$ cat src/rtl/dmem_access_seq_if.sv
// Data-memory port bundle between the access sequencer (master) and the memory (slave).
// The request side is driven by the master; ack and read data come back from the slave.
interface dmem_access_seq_if #(
  parameter int DATA_W = 32,
  parameter int ADDR_W = 32
);
  logic              mem_req;
  logic              mem_we;
  logic [ADDR_W-1:0] mem_addr;
  logic [DATA_W-1:0] mem_wdata;
  logic              mem_ack;
  logic [DATA_W-1:0] mem_rdata;

  modport master (
    output mem_req,
    output mem_we,
    output mem_addr,
    output mem_wdata,
    input  mem_ack,
    input  mem_rdata
  );

  modport slave (
    input  mem_req,
    input  mem_we,
    input  mem_addr,
    input  mem_wdata,
    output mem_ack,
    output mem_rdata
  );
endinterface

$ cat src/rtl/dmem_access_seq.sv
// Load/store access sequencer: turns decoder MemRead/MemWrite into a req/ack memory access,
// stalls the pipeline while outstanding, and aborts accesses that are never acknowledged.
module dmem_access_seq #(
  parameter int DATA_W  = 32,
  parameter int ADDR_W  = 32,
  parameter int TIMEOUT = 15
) (
  input  logic              clk,
  input  logic              reset,
  input  logic              mem_read_i,
  input  logic              mem_write_i,
  input  logic [ADDR_W-1:0] addr_i,
  input  logic [DATA_W-1:0] wdata_i,
  output logic              stall,
  output logic [DATA_W-1:0] rdata_o,
  output logic              rdata_valid,
  output logic              timeout_err,
  dmem_access_seq_if.master mem
);

  localparam int              CNT_W    = $clog2(TIMEOUT + 1);
  localparam logic [CNT_W-1:0] CNT_LAST = CNT_W'(TIMEOUT - 1);

  typedef enum logic [1:0] {
    S_IDLE,
    S_WAIT,
    S_DONE
  } state_t;

  state_t            r_state;
  logic [CNT_W-1:0]  r_cnt;
  logic              r_req;
  logic              r_we;
  logic [ADDR_W-1:0] r_addr;
  logic [DATA_W-1:0] r_wdata;
  logic [DATA_W-1:0] r_rdata;
  logic              r_rvalid;
  logic              r_terr;

  logic              w_req_in;
  logic              w_last;

  assign w_req_in = mem_read_i | mem_write_i;
  assign w_last   = (r_cnt == CNT_LAST);

  // Stall must cover the request cycle itself, so it cannot wait for the state register.
  assign stall = ((r_state == S_IDLE) & w_req_in) | (r_state == S_WAIT);

  always_ff @(posedge clk or posedge reset) begin
    if (reset) begin
      r_state  <= S_IDLE;
      r_cnt    <= '0;
      r_req    <= 1'b0;
      r_we     <= 1'b0;
      r_addr   <= '0;
      r_wdata  <= '0;
      r_rdata  <= '0;
      r_rvalid <= 1'b0;
      r_terr   <= 1'b0;
    end else begin
      case (r_state)
        S_IDLE: begin
          r_rvalid <= 1'b0;
          if (w_req_in) begin
            r_addr  <= addr_i;
            r_wdata <= wdata_i;
            r_we    <= mem_write_i;
            r_cnt   <= '0;
            r_req   <= 1'b1;
            r_state <= S_WAIT;
          end
        end
        S_WAIT: begin
          // Ack is checked first so an ack on the last allowed cycle still completes cleanly.
          if (mem.mem_ack) begin
            if (!r_we) begin
              r_rdata <= mem.mem_rdata;
            end
            r_rvalid <= ~r_we;
            r_req    <= 1'b0;
            r_state  <= S_DONE;
          end else if (w_last) begin
            r_terr   <= 1'b1;
            r_rdata  <= '0;
            r_rvalid <= ~r_we;
            r_req    <= 1'b0;
            r_state  <= S_DONE;
          end else begin
            r_cnt <= r_cnt + CNT_W'(1);
          end
        end
        S_DONE: begin
          r_rvalid <= 1'b0;
          r_state  <= S_IDLE;
        end
        default: begin
          r_req    <= 1'b0;
          r_rvalid <= 1'b0;
          r_state  <= S_IDLE;
        end
      endcase
    end
  end

  assign mem.mem_req   = r_req;
  assign mem.mem_we    = r_we;
  assign mem.mem_addr  = r_addr;
  assign mem.mem_wdata = r_wdata;

  assign rdata_o     = r_rdata;
  assign rdata_valid = r_rvalid;
  assign timeout_err = r_terr;

endmodule

$ cat src/flat_wrapper.sv
// flat-port wrapper written by rule: the top's interface ports become plain ports
module dmem_access_seq_flat 
#(
  parameter int DATA_W  = 32,
  parameter int ADDR_W  = 32,
  parameter int TIMEOUT = 15
)
  (clk, reset, mem_read_i, mem_write_i, addr_i, wdata_i, stall, rdata_o, rdata_valid, timeout_err, mem_mem_req, mem_mem_we, mem_mem_addr, mem_mem_wdata, mem_mem_ack, mem_mem_rdata);
  dmem_access_seq_if #(.DATA_W(DATA_W), .ADDR_W(ADDR_W)) mem_i ();
  input  logic clk;
  input  logic reset;
  input  logic mem_read_i;
  input  logic mem_write_i;
  input  logic [ADDR_W-1:0] addr_i;
  input  logic [DATA_W-1:0] wdata_i;
  output logic stall;
  output logic [DATA_W-1:0] rdata_o;
  output logic rdata_valid;
  output logic timeout_err;
  output wire logic [$bits(mem_i.mem_req)-1:0] mem_mem_req;
  output wire logic [$bits(mem_i.mem_we)-1:0] mem_mem_we;
  output wire logic [$bits(mem_i.mem_addr)-1:0] mem_mem_addr;
  output wire logic [$bits(mem_i.mem_wdata)-1:0] mem_mem_wdata;
  input wire logic [$bits(mem_i.mem_ack)-1:0] mem_mem_ack;
  input wire logic [$bits(mem_i.mem_rdata)-1:0] mem_mem_rdata;
  assign mem_mem_req = mem_i.mem_req;
  assign mem_mem_we = mem_i.mem_we;
  assign mem_mem_addr = mem_i.mem_addr;
  assign mem_mem_wdata = mem_i.mem_wdata;
  assign mem_i.mem_ack = mem_mem_ack;
  assign mem_i.mem_rdata = mem_mem_rdata;
  dmem_access_seq #(.DATA_W(DATA_W), .ADDR_W(ADDR_W), .TIMEOUT(TIMEOUT)) u_core (.clk(clk), .reset(reset), .mem_read_i(mem_read_i), .mem_write_i(mem_write_i), .addr_i(addr_i), .wdata_i(wdata_i), .stall(stall), .rdata_o(rdata_o), .rdata_valid(rdata_valid), .timeout_err(timeout_err), .mem(mem_i));
endmodule
$ cat config.mk
export PLATFORM = sky130hd
export DESIGN_NAME = dmem_access_seq_flat
export DESIGN_NICKNAME = d
export VERILOG_FILES = /design/src/rtl/dmem_access_seq_if.sv /design/src/rtl/dmem_access_seq.sv /design/src/flat_wrapper.sv
export SDC_FILE = /design/constraint.sdc
export NUM_CORES = 1
export LEC_CHECK = 0
export CAP_MARGIN = 20
export CELL_PAD_IN_SITES_DETAIL_PLACEMENT = 0
export CELL_PAD_IN_SITES_GLOBAL_PLACEMENT = 1
export CORE_AREA = 5 5 123 125
export DETAILED_ROUTE_END_ITERATION = 12
export DIE_AREA = 0 0 128 130
export GPL_TIMING_DRIVEN = 0
export HOLD_SLACK_MARGIN = 0.08
export PLACE_DENSITY = 0.82
export SYNTH_ARGS = -nofsm -noshare
export SYNTH_HDL_FRONTEND = slang
export SYNTH_SLANG_ARGS = --single-unit
$ cat constraint.sdc
create_clock -name clk -period 4.9 [get_ports clk]
set_input_delay 0.98 -clock clk [delete_from_list [all_inputs] [get_ports clk]]
set_output_delay 0.98 -clock clk [all_outputs]
set_load 0.05 [all_outputs]
# After elaboration in Yosys (flattened, before gate mapping)
# Cells that the tools add are included.
[word_totals]
ff_bits = 106
in_bits = 101
out_inout_bits = 101
word_cells = 51
[classes]
addsub = 1
eq_ne = 8
n_mux = 18
n_bitwise = 6
n_reduce_logical = 9
[ops]
columns = ["operator", "n"]
rows = [
  ["$mux 32", 3],
  ["$mux 4", 3],
  ["$reduce_and 3->1", 3],
  ["$pmux 4 s2", 1],
  ["$mux 1", 6],
  ["$mux 2", 3],
  ["$ne 2x2->1 const B", 3],
  ["$add 4x1->4 const B", 1],
  ["$eq 4x4->1 const B", 1],
  ["$pmux 2 s2", 1],
  ["$reduce_and 2->1", 2],
  ["$reduce_and 4->1", 1],
  ["$reduce_bool 2->1", 2],
  ["$ne 3x2->1 const B", 1],
  ["$not 1->1", 3],
  ["$pmux 1 s3", 1],
  ["$eq 2x1->1 const B", 1],
  ["$eq 2x2->1 const B", 1],
  ["$logic_not 2->1", 1],
  ["$ne 2x1->1 const B", 1],
  ["$or 1x1->1", 2],
  ["$and 1x1->1", 1],
]

# Depth between registers and ports, before layout
# Gate-level depths: netlist (run 1).
[depth]
word_depth = 4
depth_mapped = 6
mapped_depth_nobuf = 5

# Worst setup path after synthesis (run 1)
# Ideal clock, no wire load.
[synth_path]
path_type = "input to output"
startpoint = "input port mem_write_i"
endpoint = "output port stall"
arrival_time_ps = 2134
t_required_ps = 3920
setup_slack_ps = 1786
cell_stages = 2
n_path_buf = 0
cell_sequence = "nor2_1 > o21ai_0"
[synth_via]
elab_chain_len = 3
[synth_rtl]
columns = ["item", "line_no", "source"]
rows = [
  ["start, declared", "flat_wrapper.sv:13", "input logic mem_write_i;"],
  ["$or 1x1->1", "dmem_access_seq.sv:43", "assign w_req_in = mem_read_i | mem_write_i;"],
  ["$and 1x1->1", "dmem_access_seq.sv:47", "assign stall = ((r_state == S_IDLE) & w_req_in) | (r_state == S_WAIT);"],
  ["$or 1x1->1", "dmem_access_seq.sv:47", ""],
  ["end, declared", "flat_wrapper.sv:16", "output logic stall;"],
]
# Every way passes these cells.

# Final worst setup path (run 1)
# Ends and elaborated chain as after synthesis.

==> metrics.txt, run 1 <==
growth of design area from synthesis to finish 63.31%; worst vdd ir 305.9 µV; core area roughly 14000 µm²; number of different library cells in the post-synthesis netlist 30; Worst path most repeated cell clkdlybuf4s50_1; Setup crit start kind input port; number of H-tree branching levels 3; die outline height ~130 µm; transition at the pin with the smallest max-transition slack 0.6080 ns; routability-driven placement congestion ratio 0.7792; fraction of layout instances using a drive strength above 1 0.1391; number of hold violations in the final report 0; setup repair after global routing missed its margin no; relative slew slack 0.5946; global route total overflow 0; result of the run finished clean; Placed Instance Area 6465 µm²; slowest CP cell clkdlybuf4s50_1; quantity of gates resized following cts 0; Post-Synthesis Cell Area around 4200 µm²; antenna violation net count after detailed routing 0; global routing's busiest layer met2; worst hold-check slack slightly below 0.5 ns; number of buffers inserted to repair setup after CTS 0; Yosys reg bits ~110; number of buffers added to fix hold violations after cts 0; pin count of the biggest net entering global routing between 60 and 70; number of global-route vias before repair 3567; category of the most critical setup path input port to output pin; net total in the final layout ~640; TritonCTS Sinks approximately 110; Critical Path End Type output pin; Clk pin slew, worst setup/hold paths 0.07 ns; total detailed-routing wirelength 11.43 mm; count of filler cells inserted in the layout 1233; num ports 202; Clock Tree Root clkbuf_16; drt drc 0; Post-Synthesis Mean Instance Area 13.08 µm²; number of max-slew violations in the final report 0; final instance area 6855 µm²; Max Root-Sink Buffers 2; clock tree from TritonCTS built; number of port buffers approximately 200; minimum clock period about 3.6 ns; nets in the synthesized netlist 424; Horiz. Die Dim 128 µm; WP buf/inv 2; proportion of synthesized flip-flops having asynchronous set or reset 1.000; detail-routed net length per standard cell 15.90 µm; First-pass DRT Iterations 4; Worst path max stage delay between 0.8 and 0.9 ns; data required time of the critical path 3.92 ns; area of combinational cells with multiple inputs 1297 µm²; count of flip-flops with a built-in enable after synthesis 0; yosys warns 0; family with the most delay on the worst path buffers and inverters; global-route wire length before repair approximately 18 mm; endpoint arrival time on the critical path 2.58 ns; Total Die Area between 15000 and 20000 µm²; clk_lat worst skew ~0.34 ns; Hold Crit Class flip-flop to flip-flop; initial antenna violation count 0; count of mapped cells out of synthesis 321; Cell Chain, Critical Path clkdlybuf4s50_1 -> nor2_1 -> o21ai_0 -> clkdlybuf4s50_1; maximum operating frequency 281.0 MHz; static power due to leakage 2.846 nW; number of DRC markers in iteration 0 123; total via count after detailed routing 3220; number of placement rows 43; Starting Density 0.3048; worst clock skew around 0.0050 ns; portion of the post-synthesis area used by sequential elements 0.6319; antenna cell count 0; non-filler instance count after layout 719; predominant post-synthesis flop cell dfrtp_1; utilization of the core after routing 0.4977; total of endpoints with negative setup slack in the final report 0; met2 usage 0.2274; PD cells between 700 and 800 nW/µm²; number of buffers created by CTS 9; sequential cell area in the final layout 2653 µm²; total power between 5 and 6 mW; met1 Resource Use GR 0.1689; global-route total usage across every layer 0.1392; Placed Instances 703; met3 Usage GRT 0.05239; Detailed Place HPWL around 8.9 mm; biggest fanout along the worst timing path 4; period utilisation layout 0.7262; # Max-Cap Violations 0; drt via density between 4 and 5
[report_power, final]
group | switching, mW | total [mW] | leakage (nW) | internal, mW
sequential | 0.208 | 1.48 | 1.29 | 1.27
combinational | 1.90 | 3.00 | 1.37 | 1.10
clock | 0.316 | 0.919 | 0.182 | 0.602
total | 2.42 | 5.39 | 2.85 | 2.97
[path summary, 6_finish.rpt]
kind / start / to / slack (ns) / cells past startpoint
worst max-delay path: mem_write_i / stall / 1.34 / 4
worst min-delay path: u_core.mem.mem_req / u_core.mem.mem_req / 0.48 / 1
worst max register to register: u_core.r_state[0] / u_core.mem.mem_addr[1] / 3.03 / 5
worst min register to register: u_core.mem.mem_req / u_core.mem.mem_req / 0.48 / 1
max in group asynchronous: reset / u_core.rdata_o[7] / 3.12 / 3
min in group asynchronous: reset / u_core.mem.mem_addr[30] / 1.07 / 2
[cell families (layout without fill, tap and decap cells)]
kind of cell / after synthesis / in the layout / share of synthesized area
compound gates: 44 / 44 / 0.06051
fa+ha+maj: 2 / 2 / 0.005960
buf+inv: 53 / 271 / 0.05901
flops: 106 / 106 / 0.6319
mux: 66 / 66 / 0.1776
simple gates: 50 / 50 / 0.06498
[cells in the final DEF (no fill, tap or decap), drive strengths merged, types with 2 or more instances in the layout]
cell,instances
or3b,2
o221ai,3
buf,12
mux2,65
nand3,33
inv,35
bufinv,5
clkdlybuf4s50,201
o21bai,2
o21ai,36
dfrtp,106
nand2b,3
nand2,3
clkbuf,16
ha,2
nor2,4
clkinvlp,2
[cell type report]
| type | count | area share |
|---|---|---|
| Clock inverter | 7 | 0.02409 |
| Clock buffer | 9 | 0.03285 |
| Tap cell | 180 | 0.03285 |
| Sequential cell | 106 | 0.3869 |
| Buffer | 18 | 0.01697 |
| Timing Repair Buffer | 202 | 0.2975 |
| Inverter | 35 | 0.01953 |
| Multi-Input combinational cell | 162 | 0.1893 |
[sequential cells by signal (all words and copies together), names as in the netlist]
register              count
u_core.mem.mem_req        1
u_core.mem.mem_wdata     32
u_core.timeout_err        1
u_core.rdata_o           32
u_core.mem.mem_we         1
u_core.r_state            2
u_core.r_cnt              4
u_core.mem.mem_addr      32
u_core.rdata_valid        1
[cells in the mapped netlist, drive strengths merged, types with 3 or more instances]
| cell | count | area (µm²) |
|---|---|---|
| buf | 11 | 88.83 |
| dfrtp | 106 | 2653 |
| clkbuf | 7 | 27.52 |
| o221ai | 3 | 26.28 |
| mux2 | 65 | 735.7 |
| nand2b | 3 | 26.27 |
| nand3 | 33 | 165.2 |
| inv | 35 | 131.4 |
| nor2 | 4 | 15.01 |
| nand2 | 3 | 11.26 |
| o21ai | 36 | 180.2 |
[layer usage]
layer / routed length, µm / share of wire
met5: 0 / 0
met4: 144 / 0.013
met3: 1185 / 0.10
met2: 5281 / 0.46
met1: 4820 / 0.42
[through the flow]
stage               setup TNS [ns]  worst slack [ns]
floorplan                        0             1.131
global placement            -43.19           -0.4171
detailed placement               0             1.323
CTS                              0             1.319
global route                     0             1.248
finish                           0             1.342
[worst reg2reg max path: stages, from the launching register on]
cell and delay (ns):
dfrtp_1 0.42, or2_1 0.29, nor2_1 0.25, buf_4 0.26, buf_6 0.19, mux2_1 0.34
Note: power is estimated with default switching activity, not from simulation.
==> run 2: changes to the inputs <==
--- a/config.mk
+++ b/config.mk
@@ -8,12 +8,12 @@
 export CAP_MARGIN = 20
 export CELL_PAD_IN_SITES_DETAIL_PLACEMENT = 0
 export CELL_PAD_IN_SITES_GLOBAL_PLACEMENT = 1
-export CORE_AREA = 5 5 123 125
+export CORE_AREA = 5 5 129 131
 export DETAILED_ROUTE_END_ITERATION = 12
-export DIE_AREA = 0 0 128 130
+export DIE_AREA = 0 0 134 136
 export GPL_TIMING_DRIVEN = 0
 export HOLD_SLACK_MARGIN = 0.08
-export PLACE_DENSITY = 0.82
+export PLACE_DENSITY = 0.78
 export SYNTH_ARGS = -nofsm -noshare
 export SYNTH_HDL_FRONTEND = slang
 export SYNTH_SLANG_ARGS = --single-unit
==> constraint.sdc (replaced) <==
create_clock -name clk -period 3.15 [get_ports clk]
set_input_delay 0.63 -clock clk [delete_from_list [all_inputs] [get_ports clk]]
set_output_delay 0.63 -clock clk [all_outputs]
set_load 0.05 [all_outputs]
==> run 2 against run 1 <==
  * Via count about the same
  * Sequential power up 57%
  * Clock-buffer cell count up 3
  * Combinational power up 56%
  * Global-route usage down 0.71 points
  * Total power up 52%
  * Clock power up 34%
  * Non-clock buffer count up 1
  * Highest routed layer unchanged
  * First-iteration DRC count down 20%
  * Sequential share of layout area up 0.23 points
  * Die area up 9.5%
  * Largest power group unchanged
  * Register-to-register slack worse by 1.8 ns
==> metrics.txt, run 2 (synthesis results as in run 1) <==
maximum operating frequency 351.0 MHz; PD cells 1207 nW/µm² (was 786.9 nW/µm²); clock tree from TritonCTS built (unchanged); Total Die Area 18220 µm² (was 16640 µm²); clk_lat worst skew 0.35 ns (was 0.34 ns); sequential cell area in the final layout 2653 µm² (unchanged); count of filler cells inserted in the layout 1437 (was 1233); Clock Tree Root clkbuf_16 (unchanged); detail-routed net length per standard cell 16.17 µm (was 15.90 µm); number of buffers inserted to repair setup after CTS 0 (unchanged); static power due to leakage 2.814 nW (was 2.846 nW); antenna violation net count after detailed routing 0 (unchanged); area of combinational cells with multiple inputs 1297 µm² (unchanged); Worst Slack Setup Final 0.3012 ns (was 1.342 ns); initial antenna violation count 0 (unchanged); TritonCTS Sinks 106 (unchanged); Setup crit start kind input port (unchanged); quantity of gates resized following cts 0 (unchanged); number of hold violations in the final report 0 (unchanged); pin count of the biggest net entering global routing 39 (was 61); growth of design area from synthesis to finish 62.35% (was 63.31%); worst vdd ir 480.6 µV (was 305.9 µV); result of the run finished clean (unchanged); most frequent cells in the layout clkdlybuf4s50_1 (201), dfrtp_1 (106), mux2_2 (40), o21ai_0 (36), inv_1 (34) (unchanged); number of max-slew violations in the final report 0 (unchanged); total of endpoints with negative setup slack in the final report 0 (unchanged); setup repair after global routing missed its margin no (unchanged); number of DRC markers in iteration 0 98 (was 123); endpoint arrival time on the critical path 2.22 ns (was 2.58 ns); number of global-route vias before repair 3629 (was 3567); minimum clock period around 2.8 ns; First-pass DRT Iterations 4 (unchanged); drt drc 0 (unchanged); period utilisation layout 0.9044; Max Root-Sink Buffers 2 (unchanged); num ports 202 (unchanged); category of the most critical setup path input port to output pin (unchanged); total detailed-routing wirelength 11.83 mm (was 11.43 mm); routability-driven placement congestion ratio 0.7314 (was 0.7792); worst hold-check slack 0.4858 ns (was 0.4820 ns); fraction of layout instances using a drive strength above 1 0.1370 (was 0.1391); global route total overflow 0 (unchanged); final instance area 6815 µm² (was 6855 µm²); Total Negative Setup Slacks 0 ns (unchanged); Clk pin slew, worst setup/hold paths 0.07 ns (about the same); # Max-Cap Violations 0 (unchanged); relative slew slack 0.4824 (was 0.5946); Detailed Place HPWL 9.179 mm (was 8.851 mm); number of buffers created by CTS 9 (unchanged); Critical Path End Type output pin (unchanged); utilization of the core after routing 0.4402 (was 0.4977); total via count after detailed routing 3218 (was 3220); Starting Density 0.2711 (was 0.3048); number of buffers added to fix hold violations after cts 0 (unchanged); most frequent standard cell in the layout excluding fill and tap cells clkdlybuf4s50_1 (unchanged); number of port buffers 201 (unchanged); transition at the pin with the smallest max-transition slack 0.7748 ns (was 0.6080 ns); post-place setup slack 0.2625 ns (was 1.323 ns); global-route total usage across every layer 0.1321 (was 0.1392); core area 15480 µm² (was 13770 µm²); Placed Instance Area 6494 µm² (was 6465 µm²); number of placement rows 46 (was 43); drt via density 4.396 (was 4.478); data required time of the critical path 2.52 ns (was 3.92 ns); Hold Crit Class flip-flop to flip-flop (unchanged); antenna cell count 0 (unchanged); Horiz. Die Dim 134 µm (was 128 µm); global-route wire length before repair 18.92 mm (was 18.40 mm); number of H-tree branching levels 3 (unchanged); net total in the final layout 638 (was 637); biggest fanout along the worst timing path 4 (unchanged); die outline height 136 µm (was 130 µm); worst clock skew 0.006978 ns (was 0.005021 ns)
==> run 2: path summary, 6_finish.rpt <==
kind,startpoint,endpoint,slack (ns),cells past startpoint
worst max-delay path,mem_read_i,stall,0.30,4
worst min-delay path,u_core.mem.mem_addr[2],u_core.mem.mem_addr[2],0.49,1
worst max register to register,u_core.r_state[0],u_core.mem.mem_wdata[2],1.27,5
worst min register to register,u_core.mem.mem_addr[2],u_core.mem.mem_addr[2],0.49,1
max in group asynchronous,reset,u_core.mem.mem_addr[4],1.73,3
min in group asynchronous,reset,u_core.mem.mem_wdata[26],0.77,2
==> run 2: power breakdown <==
| group | switching (mW) | total [mW] | leakage [nW] | internal, mW |
|---|---|---|---|---|
| Sequential | 0.341 | 2.32 | 1.29 | 1.98 |
| Clock | 0.506 | 1.23 | 0.149 | 0.720 |
| Combinational | 2.97 | 4.68 | 1.37 | 1.71 |
==> run 2: final cells by class <==
cell class / count / area share
flip-flops and latches: 106 / 0.3892
inverters: 35 / 0.01983
well taps: 192 / 0.03525
clock inverters: 4 / 0.01102
multi-input cells: 162 / 0.1904
plain buffers: 18 / 0.01707
repair buffers: 203 / 0.3011
clock buffers: 12 / 0.03617
==> run 2: metrics by stage <==
stage                     cells  total power [mW]
after floorplan             321             5.381
after global placement      714             6.981
after detailed placement    716             7.084
after CTS                   732             8.340
after global routing        732             8.611
final                       732             8.223
==> run 2: worst max-delay path: stages <==
cell	delay, ns
clkdlybuf4s50_1	0.48
nor2_1	0.09
o21ai_0	0.15
clkdlybuf4s50_1	0.86
==> run 2: layer usage <==
| metal | share of wire | vias up | GRT usage |
|---|---|---|---|
| li1 | - | 1511 | - |
| met1 | 0.42 | 1542 | 0.1553 |
| met2 | 0.47 | 149 | 0.2198 |
| met3 | 0.090 | 16 | 0.04848 |
| met4 | 0.019 | 0 | 0.05314 |
| met5 | 0 | - | 0 |
==> run 3: changes to the inputs <==
--- a/config.mk
+++ b/config.mk
@@ -5,14 +5,14 @@
 export SDC_FILE = /design/constraint.sdc
 export NUM_CORES = 1
 export LEC_CHECK = 0
-export CAP_MARGIN = 20
+export ABC_AREA = 1
 export CELL_PAD_IN_SITES_DETAIL_PLACEMENT = 0
 export CELL_PAD_IN_SITES_GLOBAL_PLACEMENT = 1
-export CORE_AREA = 5 5 129 131
+export CORE_AREA = 5 5 135 137
 export DETAILED_ROUTE_END_ITERATION = 12
-export DIE_AREA = 0 0 134 136
+export DIE_AREA = 0 0 140 142
 export GPL_TIMING_DRIVEN = 0
-export HOLD_SLACK_MARGIN = 0.08
+export HOLD_SLACK_MARGIN = 0.02
 export PLACE_DENSITY = 0.78
 export SYNTH_ARGS = -nofsm -noshare
 export SYNTH_HDL_FRONTEND = slang
==> run 3 against run 2 <==
  * Clock-buffer cell count rose by 1
  * Wire length rose by 21%
  * Via count rose by 31%
  * First-iteration DRC count rose by 41%
  * Setup slack improved by 0.13 ns
  * Combinational power rose by 9.4%
  * Area after synthesis rose by 6.3%
  * Largest cell class unchanged
==> metrics.txt, run 3 <==
result of the run finished clean (unchanged); portion of the post-synthesis area used by sequential elements 0.5943 (was 0.6319); proportion of synthesized flip-flops having asynchronous set or reset 1.000 (unchanged); total detailed-routing wirelength 14.34 mm (was 11.83 mm); Yosys reg bits 106 (unchanged); predominant post-synthesis flop cell dfrtp_1 (unchanged); number of buffers added to fix hold violations after cts 0 (unchanged); initial antenna violation count 0 (unchanged); Worst Slack Setup Final 0.4322 ns (was 0.3012 ns); drt via density 4.515 (was 4.396); Post-Synthesis Cell Area 4463 µm² (was 4198 µm²); worst vdd ir 594.1 µV (was 480.6 µV); internal power of the cells 4.253 mW (was 4.409 mW); setup repair after global routing missed its margin no (unchanged); Cell Chain, Critical Path clkdlybuf4s50_1 -> inv_1 -> nand2_1 -> nand2_2 -> buf_2 -> nand2_1 -> dlymetal6s2s_1 (was clkdlybuf4s50_1 -> nor2_1 -> o21ai_0 -> clkdlybuf4s50_1); number of DRC markers in iteration 0 138 (was 98); Clock Power Share 0.131 (was 0.149); Hold Crit Class flip-flop to flip-flop (unchanged); maximum operating frequency 367.9 MHz (was 351.0 MHz); Worst path most repeated cell nand2_1 (was clkdlybuf4s50_1); start of the worst register-to-register path u_core.r_cnt[0] (was u_core.r_state[0]); slowest CP cell clkdlybuf4s50_1 (unchanged); num ports 202 (unchanged); data required time of the critical path 2.52 ns (about the same); largest area contributor in the netlist dfrtp_1 (unchanged); count of filler cells inserted in the layout 1674 (was 1437); post-place setup slack 0.01550 ns (was 0.2625 ns); clk_lat worst skew 0.34 ns (was 0.35 ns); number of buffers inserted to repair setup after CTS 0 (unchanged); most frequent standard cell in the layout excluding fill and tap cells clkdlybuf4s50_1 (unchanged); relative slew slack 0.5721 (was 0.4824); TritonCTS Sinks 106 (unchanged); total of endpoints with negative setup slack in the final report 0 (unchanged); switching power share of the total 0.5071 (was 0.4639); number of hold violations in the final report 0 (unchanged); total via count after detailed routing 4203 (was 3218); Total Negative Setup Slacks 0 ns (unchanged); commonest cells in the synthesized netlist nand2_1 (185), dfrtp_1 (106), nand3_1 (100) (was dfrtp_1 (106), mux2_2 (40), o21ai_0 (36)); worst clock skew 0.007156 ns (was 0.006978 ns); relative contribution of combinational cells to total power 0.594 (was 0.569); area share of the largest cell type after synthesis 0.5943 (was 0.6319); number of H-tree branching levels 3 (unchanged); endpoint arrival time on the critical path 2.09 ns (was 2.22 ns); growth of design area from synthesis to finish 58.96% (was 62.35%); Setup crit start kind input port (unchanged); count of flip-flops with a built-in enable after synthesis 0 (unchanged); Detailed Place HPWL 11.02 mm (was 9.179 mm); most frequent cells in the layout clkdlybuf4s50_1 (199), nand2_1 (185), dfrtp_1 (106), nand3_1 (100), nand4_1 (33) (was clkdlybuf4s50_1 (201), dfrtp_1 (106), mux2_2 (40), o21ai_0 (36), inv_1 (34)); Clock Tree Root clkbuf_16 (unchanged); quantity of gates resized following cts 0 (unchanged); pin count of the biggest net entering global routing 42 (was 39); Placed Instances 915 (was 716); global-route total usage across every layer 0.1435 (was 0.1321); global-route wire length before repair 23.16 mm (was 18.92 mm); Critical Path End Type output pin (unchanged); routability-driven placement congestion ratio 0.8091 (was 0.7314); number of buffers created by CTS 9 (unchanged); number of cells on the worst reg-to-reg path 8 (was 5); transition at the pin with the smallest max-transition slack 0.6405 ns (was 0.7748 ns); die outline height 142 µm (was 136 µm); clock tree from TritonCTS built (unchanged); # Max-Cap Violations 0 (unchanged); top area cells in the synthesized netlist dfrtp_1 (59%), nand2_1 (16%), nand3_1 (11%), nand4_1 (4.6%), buf_2 (1.8%) (was dfrtp_1 (63%), mux2_2 (11%), mux2_1 (6.4%), o21ai_0 (4.3%), nand3_1 (3.9%)); number of max-slew violations in the final report 0 (unchanged); startpoint of the most critical hold path u_core.mem.mem_wdata[19] (was u_core.mem.mem_addr[2]); Post-Synthesis Mean Instance Area 9.146 µm² (was 13.08 µm²); worst hold-check slack 0.4704 ns (was 0.4858 ns); PD cells 1216 nW/µm² (was 1207 nW/µm²); static power due to leakage 3.374 nW (was 2.814 nW); number of global-route vias before repair 4369 (was 3629); cell with the most instances after synthesis nand2_1 (was dfrtp_1); net total in the final layout 804 (was 638); P_sw 4.375 mW (was 3.814 mW); minimum clock period 2.718 ns (was 2.849 ns); slack of the worst reg-to-reg path 1.71 ns (was 1.27 ns); Total Die Area 19880 µm² (was 18220 µm²); Clk pin slew, worst setup/hold paths 0.07 ns (about the same); period utilisation layout 0.8628 (was 0.9044); antenna violation net count after detailed routing 0 (unchanged); reg2reg end u_core.rdata_o[24] (was u_core.mem.mem_wdata[2]); number of port buffers 200 (was 201); Min-Delay Path Depth 2 (was 1); biggest fanout along the worst timing path 10 (was 4); sequential share of power 0.276 (was 0.282); core area 16940 µm² (was 15480 µm²); number of placement rows 48 (was 46); Hold EP u_core.mem.mem_wdata[19] (was u_core.mem.mem_addr[2]); Horiz. Die Dim 140 µm (was 134 µm); count of mapped cells out of synthesis 488 (was 321); nets in the synthesized netlist 591 (was 424); yosys warns 0 (unchanged); non-filler instance count after layout 931 (was 732); First-pass DRT Iterations 4 (unchanged); number of different library cells in the post-synthesis netlist 22 (was 30); fraction of layout instances using a drive strength above 1 0.07932 (was 0.1370); drt drc 0 (unchanged); global route total overflow 0 (unchanged); category of the most critical setup path input port to output pin (unchanged); antenna cell count 0 (unchanged); Starting Density 0.2635 (was 0.2711); Worst path max stage delay 0.48 ns (was 0.86 ns); Max Root-Sink Buffers 2 (unchanged); detail-routed net length per standard cell 15.40 µm (was 16.17 µm)
-- run 3: cells by family after synthesis --
| group | after synthesis | share of synthesized area |
|---|---|---|
| XOR/XNOR | 1 | 0.001963 |
| AND/OR/NAND/NOR | 327 | 0.3350 |
| adder cells (fa/ha/maj) | 2 | 0.005606 |
| buffers and inverters | 50 | 0.06084 |
| flip-flops | 106 | 0.5943 |
| AO/OA/AOI/OAI | 2 | 0.002243 |
-- run 3: metal layers --
layer,share of wire,global-route usage
met5,0,0
met4,0.014,0.04640
met3,0.085,0.04738
met2,0.46,0.2365
met1,0.44,0.1796
-- run 3: final cells by class --
cell class | count | area, µm² | share of cell area
clock buffers | 13 | 280.3 | 0.03951
inverters | 13 | 52.55 | 0.007407
plain buffers | 37 | 222.7 | 0.03139
repair buffers | 202 | 2044 | 0.2882
flip-flops and latches | 106 | 2653 | 0.3739
multi-input cells | 332 | 1539 | 0.2169
clock inverters | 3 | 21.27 | 0.002998
well taps | 225 | 281.5 | 0.03968
-- run 3: stage by stage --
step / cell area, µm² / power, mW / utilization
after detailed placement: 6790 / 7.578 / 0.4009
final: 7094 / 8.628 / 0.4189
after global routing: 7094 / 9.137 / 0.4189
after floorplan: 4467 / 5.706 / -
after CTS: 7092 / 8.743 / 0.4187
after global placement: 6750 / 7.506 / 0.3986
-- run 3: power by group through the flow --
| stage | Combinational (mW) | Sequential, mW | Clock [mW] |
|---|---|---|---|
| after detailed placement | 5.18 | 2.40 | 0 |
| after floorplan | 1.25 | 4.45 | 0 |
| after global routing | 5.45 | 2.47 | 1.22 |
| after global placement | 5.13 | 2.38 | 0 |
| final | 5.12 | 2.38 | 1.13 |
| after CTS | 5.19 | 2.39 | 1.17 |
-- run 3: how the worst max path moves through the flow --
stage / startpoint / end / slack (ns) / cells after the start
after global placement: mem_read_i / stall / 0.03 / 7
after CTS: mem_read_i / stall / 0.02 / 7
after detailed placement: mem_read_i / stall / 0.02 / 7
after floorplan: mem_write_i / stall / 1.20 / 5
after global routing: mem_read_i / stall / 0.38 / 7
final: mem_read_i / stall / 0.43 / 7
-- run 3: worst max-delay path: cells and delay by family --
kind / cells / cell delay, ns
buf+inv: 4 / 1.16
simple gates: 3 / 0.30
